$ cat src/rtl/freelist_ckpt_pkg.sv
// Shared constants and helpers for the checkpointed physical-register free list.
// Holds the default configuration (64 PRs, 32 ARs, 3 ways, 4 checkpoints), the
// derived free-list pointer type, and a thermometer-mask check used by assertions.
package freelist_ckpt_pkg;

  localparam int unsigned DEF_NUM_PR   = 64;
  localparam int unsigned DEF_NUM_AR   = 32;
  localparam int unsigned DEF_WAYS     = 3;
  localparam int unsigned DEF_NUM_CKPT = 4;

  localparam int unsigned DEF_FL_DEPTH = DEF_NUM_PR - DEF_NUM_AR;
  // Pointer width carries one extra wrap bit so full and empty are distinguishable.
  localparam int unsigned DEF_PTR_W    = $clog2(DEF_FL_DEPTH) + 1;
  localparam int unsigned DEF_CKPT_W   = $clog2(DEF_NUM_CKPT);

  typedef logic [DEF_PTR_W-1:0] fl_ptr_t;

  // True when v is of the form 0..01..1 (contiguous set bits starting at bit 0).
  function automatic logic is_thermo(logic [31:0] v);
    return (v & (v + 32'd1)) == 32'd0;
  endfunction

endpackage

$ cat src/rtl/fl_compact.sv
// Prefix-popcount compactor.
// Maps a valid mask to per-way write offsets so set bits pack densely in
// ascending index order.
// Ports:
//   valid  in   WAYS        mask of ways carrying data
//   offset out  WAYS x OFF_W number of set bits below each way
//   total  out  OFF_W       popcount of valid
module fl_compact
  import freelist_ckpt_pkg::*;
#(
  parameter int unsigned WAYS  = DEF_WAYS,
  parameter int unsigned OFF_W = DEF_PTR_W
) (
  input  logic [WAYS-1:0]            valid,
  output logic [WAYS-1:0][OFF_W-1:0] offset,
  output logic [OFF_W-1:0]           total
);

  logic [OFF_W-1:0] acc;

  always_comb begin
    acc = '0;
    for (int i = 0; i < WAYS; i++) begin
      offset[i] = acc;
      acc       = acc + OFF_W'(valid[i]);
    end
    total = acc;
  end

endmodule

$ cat src/rtl/freelist_ckpt.sv
// Physical-register free list with multiple branch checkpoints.
// Circular buffer of PR tags; head advances on allocation, tail on retire frees.
// Checkpoints snapshot the head so a mispredict can rewind allocation to any
// in-flight branch. All outputs depend only on registered state.
// Ports:
//   clk, rst_n               clock, synchronous active-low reset
//   alloc_req/pr/valid       dispatch allocation (thermometer request)
//   free_en/free_pr          retire frees, compacted in ascending way order
//   ckpt_save/ckpt_id        snapshot post-allocation head into a slot
//   rec_en/rec_id            restore head from a slot
//   free_count/empty/full    occupancy status
//   err_overflow             sticky: more frees than free slots were presented
module freelist_ckpt
  import freelist_ckpt_pkg::*;
#(
  parameter int unsigned NUM_PR   = DEF_NUM_PR,
  parameter int unsigned NUM_AR   = DEF_NUM_AR,
  parameter int unsigned WAYS     = DEF_WAYS,
  parameter int unsigned NUM_CKPT = DEF_NUM_CKPT,
  localparam int unsigned FL_DEPTH = NUM_PR - NUM_AR,
  localparam int unsigned PR_W     = $clog2(NUM_PR),
  localparam int unsigned PTR_W    = $clog2(FL_DEPTH) + 1,
  localparam int unsigned CKPT_W   = $clog2(NUM_CKPT)
) (
  input  logic                       clk,
  input  logic                       rst_n,
  input  logic [WAYS-1:0]            alloc_req,
  output logic [WAYS-1:0][PR_W-1:0]  alloc_pr,
  output logic [WAYS-1:0]            alloc_valid,
  input  logic [WAYS-1:0]            free_en,
  input  logic [WAYS-1:0][PR_W-1:0]  free_pr,
  input  logic                       ckpt_save,
  input  logic [CKPT_W-1:0]          ckpt_id,
  input  logic                       rec_en,
  input  logic [CKPT_W-1:0]          rec_id,
  output logic [PTR_W-1:0]           free_count,
  output logic                       empty,
  output logic                       full,
  output logic                       err_overflow
);

  localparam int unsigned IDX_W = PTR_W - 1;

  logic [PR_W-1:0]  fl_q   [FL_DEPTH];
  logic [PTR_W-1:0] ckpt_q [NUM_CKPT];
  logic [PTR_W-1:0] head_q, head_d, tail_q, tail_d;
  logic             err_q, err_d;

  logic [WAYS-1:0][PTR_W-1:0] free_off;
  logic [WAYS-1:0][IDX_W-1:0] wr_idx;
  logic [PTR_W-1:0]           n_free, n_accept, n_alloc, space;
  logic [WAYS-1:0]            grant;

  assign free_count   = tail_q - head_q;
  assign empty        = free_count == '0;
  assign full         = free_count == PTR_W'(FL_DEPTH);
  assign err_overflow = err_q;

  for (genvar i = 0; i < WAYS; i++) begin : g_way
    logic [PTR_W-1:0] rd_ptr, wr_ptr;
    assign rd_ptr         = head_q + PTR_W'(i);
    assign alloc_pr[i]    = fl_q[rd_ptr[IDX_W-1:0]];
    assign alloc_valid[i] = 32'(free_count) > i;
    assign wr_ptr         = tail_q + free_off[i];
    assign wr_idx[i]      = wr_ptr[IDX_W-1:0];
  end

  fl_compact #(
    .WAYS  (WAYS),
    .OFF_W (PTR_W)
  ) u_compact (
    .valid  (free_en),
    .offset (free_off),
    .total  (n_free)
  );

  always_comb begin
    // Slots between tail and head+FL_DEPTH that may take a freed tag this cycle.
    space = PTR_W'(FL_DEPTH) - free_count;
    grant = rec_en ? '0 : (alloc_req & alloc_valid);
    n_alloc = '0;
    for (int i = 0; i < WAYS; i++) begin
      n_alloc = n_alloc + PTR_W'(grant[i]);
    end
    if (n_free > space) begin
      n_accept = space;
      err_d    = 1'b1;
    end else begin
      n_accept = n_free;
      err_d    = err_q;
    end
    tail_d = tail_q + n_accept;
    // Tail is never rewound: frees after the checkpoint come from retired work.
    head_d = rec_en ? ckpt_q[rec_id] : head_q + n_alloc;
  end

  always_ff @(posedge clk) begin
    if (!rst_n) begin
      head_q <= '0;
      tail_q <= PTR_W'(FL_DEPTH);
      err_q  <= 1'b0;
      for (int i = 0; i < NUM_CKPT; i++) begin
        ckpt_q[i] <= '0;
      end
      for (int i = 0; i < FL_DEPTH; i++) begin
        fl_q[i] <= PR_W'(NUM_AR + i);
      end
    end else begin
      head_q <= head_d;
      tail_q <= tail_d;
      err_q  <= err_d;
      if (ckpt_save && !rec_en) begin
        ckpt_q[ckpt_id] <= head_q + n_alloc;
      end
      // Frees whose compacted offset lands past the saturation point are dropped.
      for (int i = 0; i < WAYS; i++) begin
        if (free_en[i] && (free_off[i] < space)) begin
          fl_q[wr_idx[i]] <= free_pr[i];
        end
      end
    end
  end

  alloc_req_thermo: assert property (@(posedge clk) disable iff (!rst_n)
    is_thermo(32'(alloc_req)));

endmodule
$ cat config.mk
export PLATFORM = sky130hd
export DESIGN_NAME = freelist_ckpt
export DESIGN_NICKNAME = d
export VERILOG_FILES = /design/src/rtl/freelist_ckpt_pkg.sv /design/src/rtl/fl_compact.sv /design/src/rtl/freelist_ckpt.sv
export SDC_FILE = /design/constraint.sdc
export NUM_CORES = 1
export LEC_CHECK = 0
export CAP_MARGIN = 40
export CORE_UTILIZATION = 24
export DETAILED_ROUTE_END_ITERATION = 8
export PLACE_DENSITY = 0.46
export RECOVER_POWER = 25
export SLEW_MARGIN = 20
export SYNTH_ARGS = -nofsm -noshare
export SYNTH_HDL_FRONTEND = slang
export SYNTH_SLANG_ARGS = --single-unit
$ cat constraint.sdc
create_clock -name clk -period 6.26 [get_ports clk]
set_input_delay 0.626 -clock clk [delete_from_list [all_inputs] [get_ports clk]]
set_output_delay 0.626 -clock clk [all_outputs]
set_load 0.02 [all_outputs]
==> After elaboration in Yosys (flattened, before gate mapping) <==
Memory sizes are Yosys's and may differ from the RTL's. A register that Yosys moved wholly into a read port is not among the register bits.
Index checks and enable logic that the tools add are counted.
{ "word_totals": {"ram_bits": 216, "regBits": 13, "mem_count": 2, "latch_bits": 0, "output_inout_bits": 30, "rom_bits": 0} }
{ "memory_table": {"columns": ["memory", "depth", "width", "read_ports", "rd_clocked_by_memory_dff", "wr", "line", "source"], "rows": [
  ["fl_q", 32, 6, 3, 1, 32, "freelist_ckpt.sv:44", "logic [PR_W-1:0] fl_q [FL_DEPTH];"],
  ["ckpt_q", 4, 6, 1, 0, 4, "freelist_ckpt.sv:45", "logic [PTR_W-1:0] ckpt_q [NUM_CKPT];"]
]} }
{ "op_classes": {"div_mod_pow": 0, "n_mux": 29, "bitwise": 1, "multipliers": 0, "shift": 0, "order_cmp": 7, "eq_ne": 1, "reduce_logical": 10, "add_sub_neg": 12} }
{ "op_table": {"columns": ["cell", "n"], "rows": [
  ["$mux 6", 6],
  ["$reduce_or 6->1", 4],
  ["$mux 5", 4],
  ["$mux 1", 17],
  ["$gt 6x1->1 const B", 2],
  ["$add 6x1->6", 1],
  ["$add 6x3->6", 1],
  ["$add 6x6->6", 1],
  ["$eq 6x6->1 const B", 1],
  ["$gt 6x2->1 const B", 1],
  ["$gt 6x6->1", 1],
  ["$logic_not 6->1", 1],
  ["$lt 1x6->1", 1],
  ["$lt 1x6->1 const A", 1],
  ["$lt 6x6->1", 1],
  ["$sub 6x6->6", 1],
  ["$sub 6x6->6 const A", 1],
  ["$add 5x1->5", 1],
  ["$add 5x1->5 const B", 1],
  ["$add 5x2->5 const B", 1],
  ["$add 5x5->5", 1],
  ["$add 1x1->2", 2],
  ["$logic_and 1x1->1", 4],
  ["$add 2x1->3", 1],
  ["other kinds (4)", 4]
]} }

==> Longest topological paths before layout <==
Gate-level depths: netlist of the first run.
{ "depth": {"ltp_word": 9, "ltp_mapped": 22, "depth_no_buf": 20} }

==> Modules after synthesis <==
Synthesis of the first run repeated with hierarchy kept, for this count alone.
{ "hier_totals": {"hier_cells": 1852, "area_unflattened_um2": 20219.4} }
{ "by_module_without_submodules": {"columns": ["module", "n_inst", "area_per_inst_um2", "cells_per_inst"], "rows": [
  ["freelist_ckpt", 1, 20015.4, 1828],
  ["fl_compact", 1, 203.9, 24]
]} }

==> Worst setup path before layout of the first run <==
OpenSTA, ideal clock, no wires.
{ "synth_path": {"path_type": "register to register", "start": "reg head_q[1]", "end": "reg head_q[2]", "n_path_buf": 4, "setup_ns": 0.115, "slack_ns": 1.659, "arrival_time_ns": 4.486, "stages_incl_launch_ff": 21, "cell_sequence": "dfxtp_1 clkbuf_1 clkbuf_1 inv_1 ha_1 nor2_1 a21oi_2 o32ai_1 a311o_1 buf_6 buf_2 nor2b_1 o21ai_0 nand3b_1 fa_1 inv_1 ha_1 fa_1 xnor2_1 o21ai_0 and2_1"} }
{ "synth_lines": {"columns": ["element", "line", "source"], "rows": [
  ["start, declared", "freelist_ckpt.sv:46", "logic [PTR_W-1:0] head_q, head_d, tail_q, tail_d;"],
  ["start signal, assigned", "freelist_ckpt.sv:99", "head_q <= '0;"],
  ["start signal, assigned", "freelist_ckpt.sv:109", "head_q <= head_d;"],
  ["$sub 6x6->6", "freelist_ckpt.sv:54", "assign free_count = tail_q - head_q;"],
  ["named net free_count[5]", "freelist_ckpt.sv:36", "output logic [PTR_W-1:0] free_count,"],
  ["$gt 6x2->1", "freelist_ckpt.sv:63", "assign alloc_valid[i] = 32'(free_count) > i;"],
  ["named net alloc_valid[2]", "freelist_ckpt.sv:29", "output logic [WAYS-1:0] alloc_valid,"],
  ["$and 3x3->3", "freelist_ckpt.sv:80", "grant = rec_en ? '0 : (alloc_req & alloc_valid);"],
  ["$mux 3", "freelist_ckpt.sv:80", null],
  ["$add 2x1->3", "freelist_ckpt.sv:83", "n_alloc = n_alloc + PTR_W'(grant[i]);"],
  ["$add 6x3->6", "freelist_ckpt.sv:94", "head_d = rec_en ? ckpt_q[rec_id] : head_q + n_alloc;"],
  ["$mux 6", "freelist_ckpt.sv:94", null]
]} }
The timed path passes the listed nets, and every way through them passes these cells.
A chain may end at the register's enable or synchronous reset.

==> results of run 1 <==
## power by group
group / internal [mW] / switching, mW
Combinational: 1.58 / 3.39
Clock: 1.02 / 0.735
Sequential: 1.86 / 0.167
Total: 4.45 / 4.29
## worst paths after layout
check / endpoint / slack (ns) / from
worst max register to register: fl_q[12][5] / 0.47 / tail_q[0]
worst min register to register: err_overflow / 0.47 / err_overflow
worst min-delay path: err_overflow / 0.47 / err_overflow
worst max-delay path: fl_q[12][5] / 0.47 / tail_q[0]
## stage by stage
step                hold slack [ns]  power, mW
finish                        0.468       8.74
global route                  0.488       8.98
CTS                           0.471       8.66
detailed placement            0.457       6.92
global placement              0.458       6.82
floorplan                     0.520       5.10
## cell usage in the layout, fill, tap and decap left out, types with 28 or more instances in the layout
cell type / count
nor2_1: 151
nor3_1: 119
clkbuf_16: 29
o221ai_1: 32
a221oi_1: 28
o211ai_1: 34
mux4_2: 186
a211oi_1: 71
buf_4: 91
nand3_1: 105
clkdlybuf4s50_1: 41
inv_1: 28
edfxtp_1: 216
nand2_1: 148
ha_1: 28
## tightest hold or removal path, stage by stage, from the launching register on
cell and delay, ns:
dfxtp_1 0.30, inv_1 0.04, a21boi_0 0.07
## sequential cells by signal, summed over array words and instances, names as in the netlist
signal	count
fl_q	192
ckpt_q	24
head_q	6
tail_q	6
err_overflow	1
## final cells by class
| type | instances | area (um2) |
|---|---|---|
| antenna | 4 | 10.0 |
| clock buffer | 40 | 797 |
| clock inverter | 14 | 169 |
| fill | 8461 | 59500 |
| inverter | 31 | 116 |
| multi-input combinational | 1392 | 12400 |
| sequential | 229 | 6750 |
| tap | 1070 | 1340 |
| timing repair buffer | 179 | 1570 |
## kinds of logic (layout without fill, tap and decap cells)
logic type                 after synthesis  count (layout)  synth area share
and+or+nand+nor                        700             700             0.180
AOI/OAI and AO/OA                      415             415             0.173
DFF                                    229             229             0.334
buffers and inverters                  229             264            0.0521
muxes                                  213             213             0.223
adders and majority gates               35              35            0.0239
xor gates and xnor gates                27              27            0.0140
other                                    1               6          0.000186
## layer usage
| layer | vias to the layer above | GRT usage |
|---|---|---|
| met3 | 316 | 0.0901 |
| li1 | 7654 | - |
| met1 | 9702 | 0.332 |
| met5 | - | 0 |
| met4 | 4 | 0.109 |
| met2 | 1629 | 0.354 |
==> qor.csv, run 1 <==
metric;value;unit
status;finished with violations;
failing checks;capacitance limit, slew limit;
# IOs;62;
CTS tree;yes;
Async SR Flop Fraction;0;
crit path max-delay cell type;o2111ai_1;
total negative setup slack;0;ns
row count;105;
power density of the placed cells;377;mW/mm2
Buf+Inv Stages, Crit Path;2;
vias per cell;6.52;
Synth top area share;0.321;
DR WL/cell;36.7;um
top cells by area, synth;edfxtp_1, mux4_2, nor3_1, nor2_1, nand2_1;
most frequent cells after synthesis;edfxtp_1, mux4_2, nor2_1, nand2_1, nor3_1;
final instance area;0.0232;mm2
GRT Total Usage;0.247;
clk slew on worst S/H paths;0.06;ns
postcts setup bufs;0;
Setup WS post-layout;0.470;ns
Max Cap Viol;3;
dpl ws;1.10;ns
utilization after layout;0.280;
worst-margin pin slew;1.67;ns
routability cong.;1.01;
Hold-fix buffers, CTS;0;
CP Cell Sequence;inv_1 -> ha_1 -> fa_1 -> ha_1 -> nor2_2 -> mux2i_4 -> nor4_4 -> nor2_2 -> clkbuf_1 -> nand3_1 -> o2111ai_1;
Tcrit/Tclk final;0.925;
Detail Route met3 WL;15100;um
fmax;173;MHz
number of synthesized flops with an enable pin;216;
clk_skew;0.0398;ns
top-count cell post-synth;edfxtp_1;
Worst path max stage delay;1.06;ns
startpoint types;flip-flop;
WL met2;44900;um
largest net degree at the start of global routing;62;
Worst Hold Depth;2;
Placed Cells;2896;
DRT Pass-1 Iters;8;
Final nets;1929;
Num CTS Buffers;29;
FF+latch count, synth;229;
Area Growth Syn to Fin;14.8;%
GRT overflow;0;
final max-slew violation count;46;
first-pass GRT wire length;148000;um
Hold Vio Cnt, Final;0;
Setup-failing EPs final;0;
area of the mapped netlist;0.0202;mm2
Routed WL;109000;um
top routing layer in use;met5;
clk sinks;229;
placed inst area;0.0222;mm2
register area share after synthesis;0.334;
filler-free cell count of the finished design;2959;
layout cells sized above 1;0.247;
main flop type after synthesis;edfxtp_1;
Max FO, Critical Path;15;
vias;19300;
H-Tree Depth;1;
port buffer count;61;
Peak VDD IR;320;uV
cells after synthesis;1849;
M1 wire length;42600;um
leakage power;6.49;nW
die width;292;um
Critical Path Sink Type;flip-flop;
1st-iter DRT viols;3397;
CP arrival;6.03;ns
Rel. slew slack;-0.112;
latest clock arrival within the worst-skew pair;0.62;ns
Hold WC Path Type;flip-flop to flip-flop;
kind of critical path;flip-flop to flip-flop;
Initial Util;0.244;
initial antenna violation count;3;
Top Family by Delay on Critical Path;simple AND/OR/NAND/NOR gates;
syn avg cell area;10.9;um2
Routed Antenna Nets;0;
CTS resizes;0;
Synth Warn #;0;
synth unique cells;97;
Root Buffer;clkbuf_16;
Residual DRC;0;
Stages on worst setup path;11;
vias in the first global route;18100;
min Tclk post-route;5.79;ns
R2R depth;11;
dpl hpwl;81400;um
Critical Path RT;6.50;ns
area leader, netlist;edfxtp_1;
Max Root-Sink Buffers;3;
die height;292;um
die footprint;0.0852;mm2
core box area;0.0826;mm2
RSZ-0062 raised after global routing;no;
Note: power is estimated with default switching activity, not from simulation.
==> run 2, diff against run 1 <==
CORE_ASPECT_RATIO = 1.5   (was not set)
PLACE_DENSITY = not set   (was 0.46)
==> run 2 against run 1 <==
Utilization is 0.089 points higher. Routed wire length is 4.5% higher. Worst hold slack better by 0.031 ns. Sequential share of layout area is 0.14 points lower. Clock-buffer cell count is 9 lower. The run still ends with capacitance limit, slew limit left. Sequential power hardly changed.
==> qor.csv, run 2 (synthesized netlist as in run 1, its figures left out) <==
metric;value;unit
RSZ-0062 raised after global routing;no;
startpoint types;flip-flop;
origin of the worst setup path;tail_q[1];
CTS resizes;0;
final instance area;0.0233;mm2
Tcrit/Tclk final;0.922;
DRT Pass-1 Iters;7;
crit path max-delay cell type;o211ai_1;
R2R Path Start;tail_q[1];
dpl hpwl;86800;um
routability cong.;1.05;
min Tclk post-route;5.77;ns
core box area;0.0828;mm2
vias in the first global route;18900;
vias;19700;
DR WL/cell;37.6;um
Buf+Inv Stages, Crit Path;3;
Worst path max stage delay;0.90;ns
filler-free cell count of the finished design;3014;
clk slew on worst S/H paths;0.07;ns
most frequent cells in the layout;edfxtp_1, mux4_2, nor2_1, nand2_1, nor3_1;
Hold-fix buffers, CTS;0;
vias per cell;6.54;
number of flip-flops in the largest register;192;
clk sinks;229;
flop-to-flop setup slack;0.49;ns
largest net degree at the start of global routing;146;
die width;239;um
Hold WC Path Type;flip-flop to flip-flop;
Routed Antenna Nets;0;
worst-margin pin slew;2.23;ns
Max Root-Sink Buffers;3;
Critical Path RT;6.46;ns
CP Cell Sequence;inv_1 -> fa_1 -> inv_1 -> or3_4 -> mux2i_1 -> or4_1 -> clkbuf_1 -> nand3_1 -> o211ai_1;
Num CTS Buffers;25;
Area Growth Syn to Fin;15.4;%
final max-slew violation count;64;
first-pass GRT wire length;155000;um
utilization after layout;0.281;
Critical Path Sink Type;flip-flop;
Routed WL;113000;um
most used cell, CP;inv_1;
kind of critical path;flip-flop to flip-flop;
Initial Util;0.244;
Residual DRC;0;
postcts setup bufs;0;
status;finished with violations;
port buffer count;61;
fmax;173;MHz
leakage power;6.53;nW
power density of the placed cells;374;mW/mm2
Min-Delay Startpoint;err_overflow;
total power draw;8.71;mW
Hold Vio Cnt, Final;0;
layout cells sized above 1;0.255;
Max Cap Viol;2;
die footprint;0.0853;mm2
Top Family by Delay on Critical Path;simple AND/OR/NAND/NOR gates;
Placed Cells;2959;
commonest non-fill, non-tap cell in the layout;edfxtp_1;
Setup-failing EPs final;0;
die height;357;um
H-Tree Depth;1;
total negative setup slack;0;ns
CTS tree;yes;
# fillers;8502;
Largest regs;fl_q (192), ckpt_q (24);
CP arrival;5.97;ns
GRT overflow;0;
row count;129;
Setup WS post-layout;0.490;ns
1st-iter DRT viols;3005;
Root Buffer;clkbuf_16;
latest clock arrival within the worst-skew pair;0.59;ns
GRT Total Usage;0.262;
Final nets;1949;
Peak VDD IR;197;uV
failing checks;capacitance limit, slew limit;
Max FO, Critical Path;13;
Rel. slew slack;-0.486;
Top reg by flops;fl_q;
hold slack final;0.499;ns
# IOs;62;
clk_skew;0.0216;ns
placed inst area;0.0225;mm2
dpl ws;1.01;ns
initial antenna violation count;4;
==> run 2: tightest hold or removal path, cell delays in order (launching register included) <==
cell	delay (ns)
dfxtp_1	0.32
inv_1	0.05
a21boi_0	0.08
==> run 2: path summary, 6_finish.rpt <==
path,endpoint,depth (start not counted)
setup / recovery,fl_q[19][3],9
hold reg to reg,err_overflow,2
setup reg to reg,fl_q[19][3],9
hold / removal,err_overflow,2
==> run 2: area by class of cell <==
class                      instances  area (um2)  share of cell area
antenna                            1        2.50            0.000108
clock buffer                      31         648              0.0278
clock inverter                    14         124             0.00532
inverter                          31         116             0.00500
multi-input combinational       1392       12400               0.534
sequential                       229        6750               0.290
tap                             1113        1390              0.0598
timing repair buffer             203        1800              0.0774
==> run 2: layer usage <==
layer / vias to the layer above / global-route usage / part of all wire
li1: 7713 / - / -
met1: 9685 / 0.294 / 0.33
met2: 1771 / 0.423 / 0.45
met3: 541 / 0.0609 / 0.11
met4: 4 / 0.214 / 0.11
met5: - / 0 / 0.00023
==> run 2: where the power goes <==
part | internal [mW] | total (mW) | switching (mW)
clock | 0.816 | 1.50 | 0.687
sequential | 1.86 | 2.02 | 0.167
combinational | 1.66 | 5.19 | 3.52
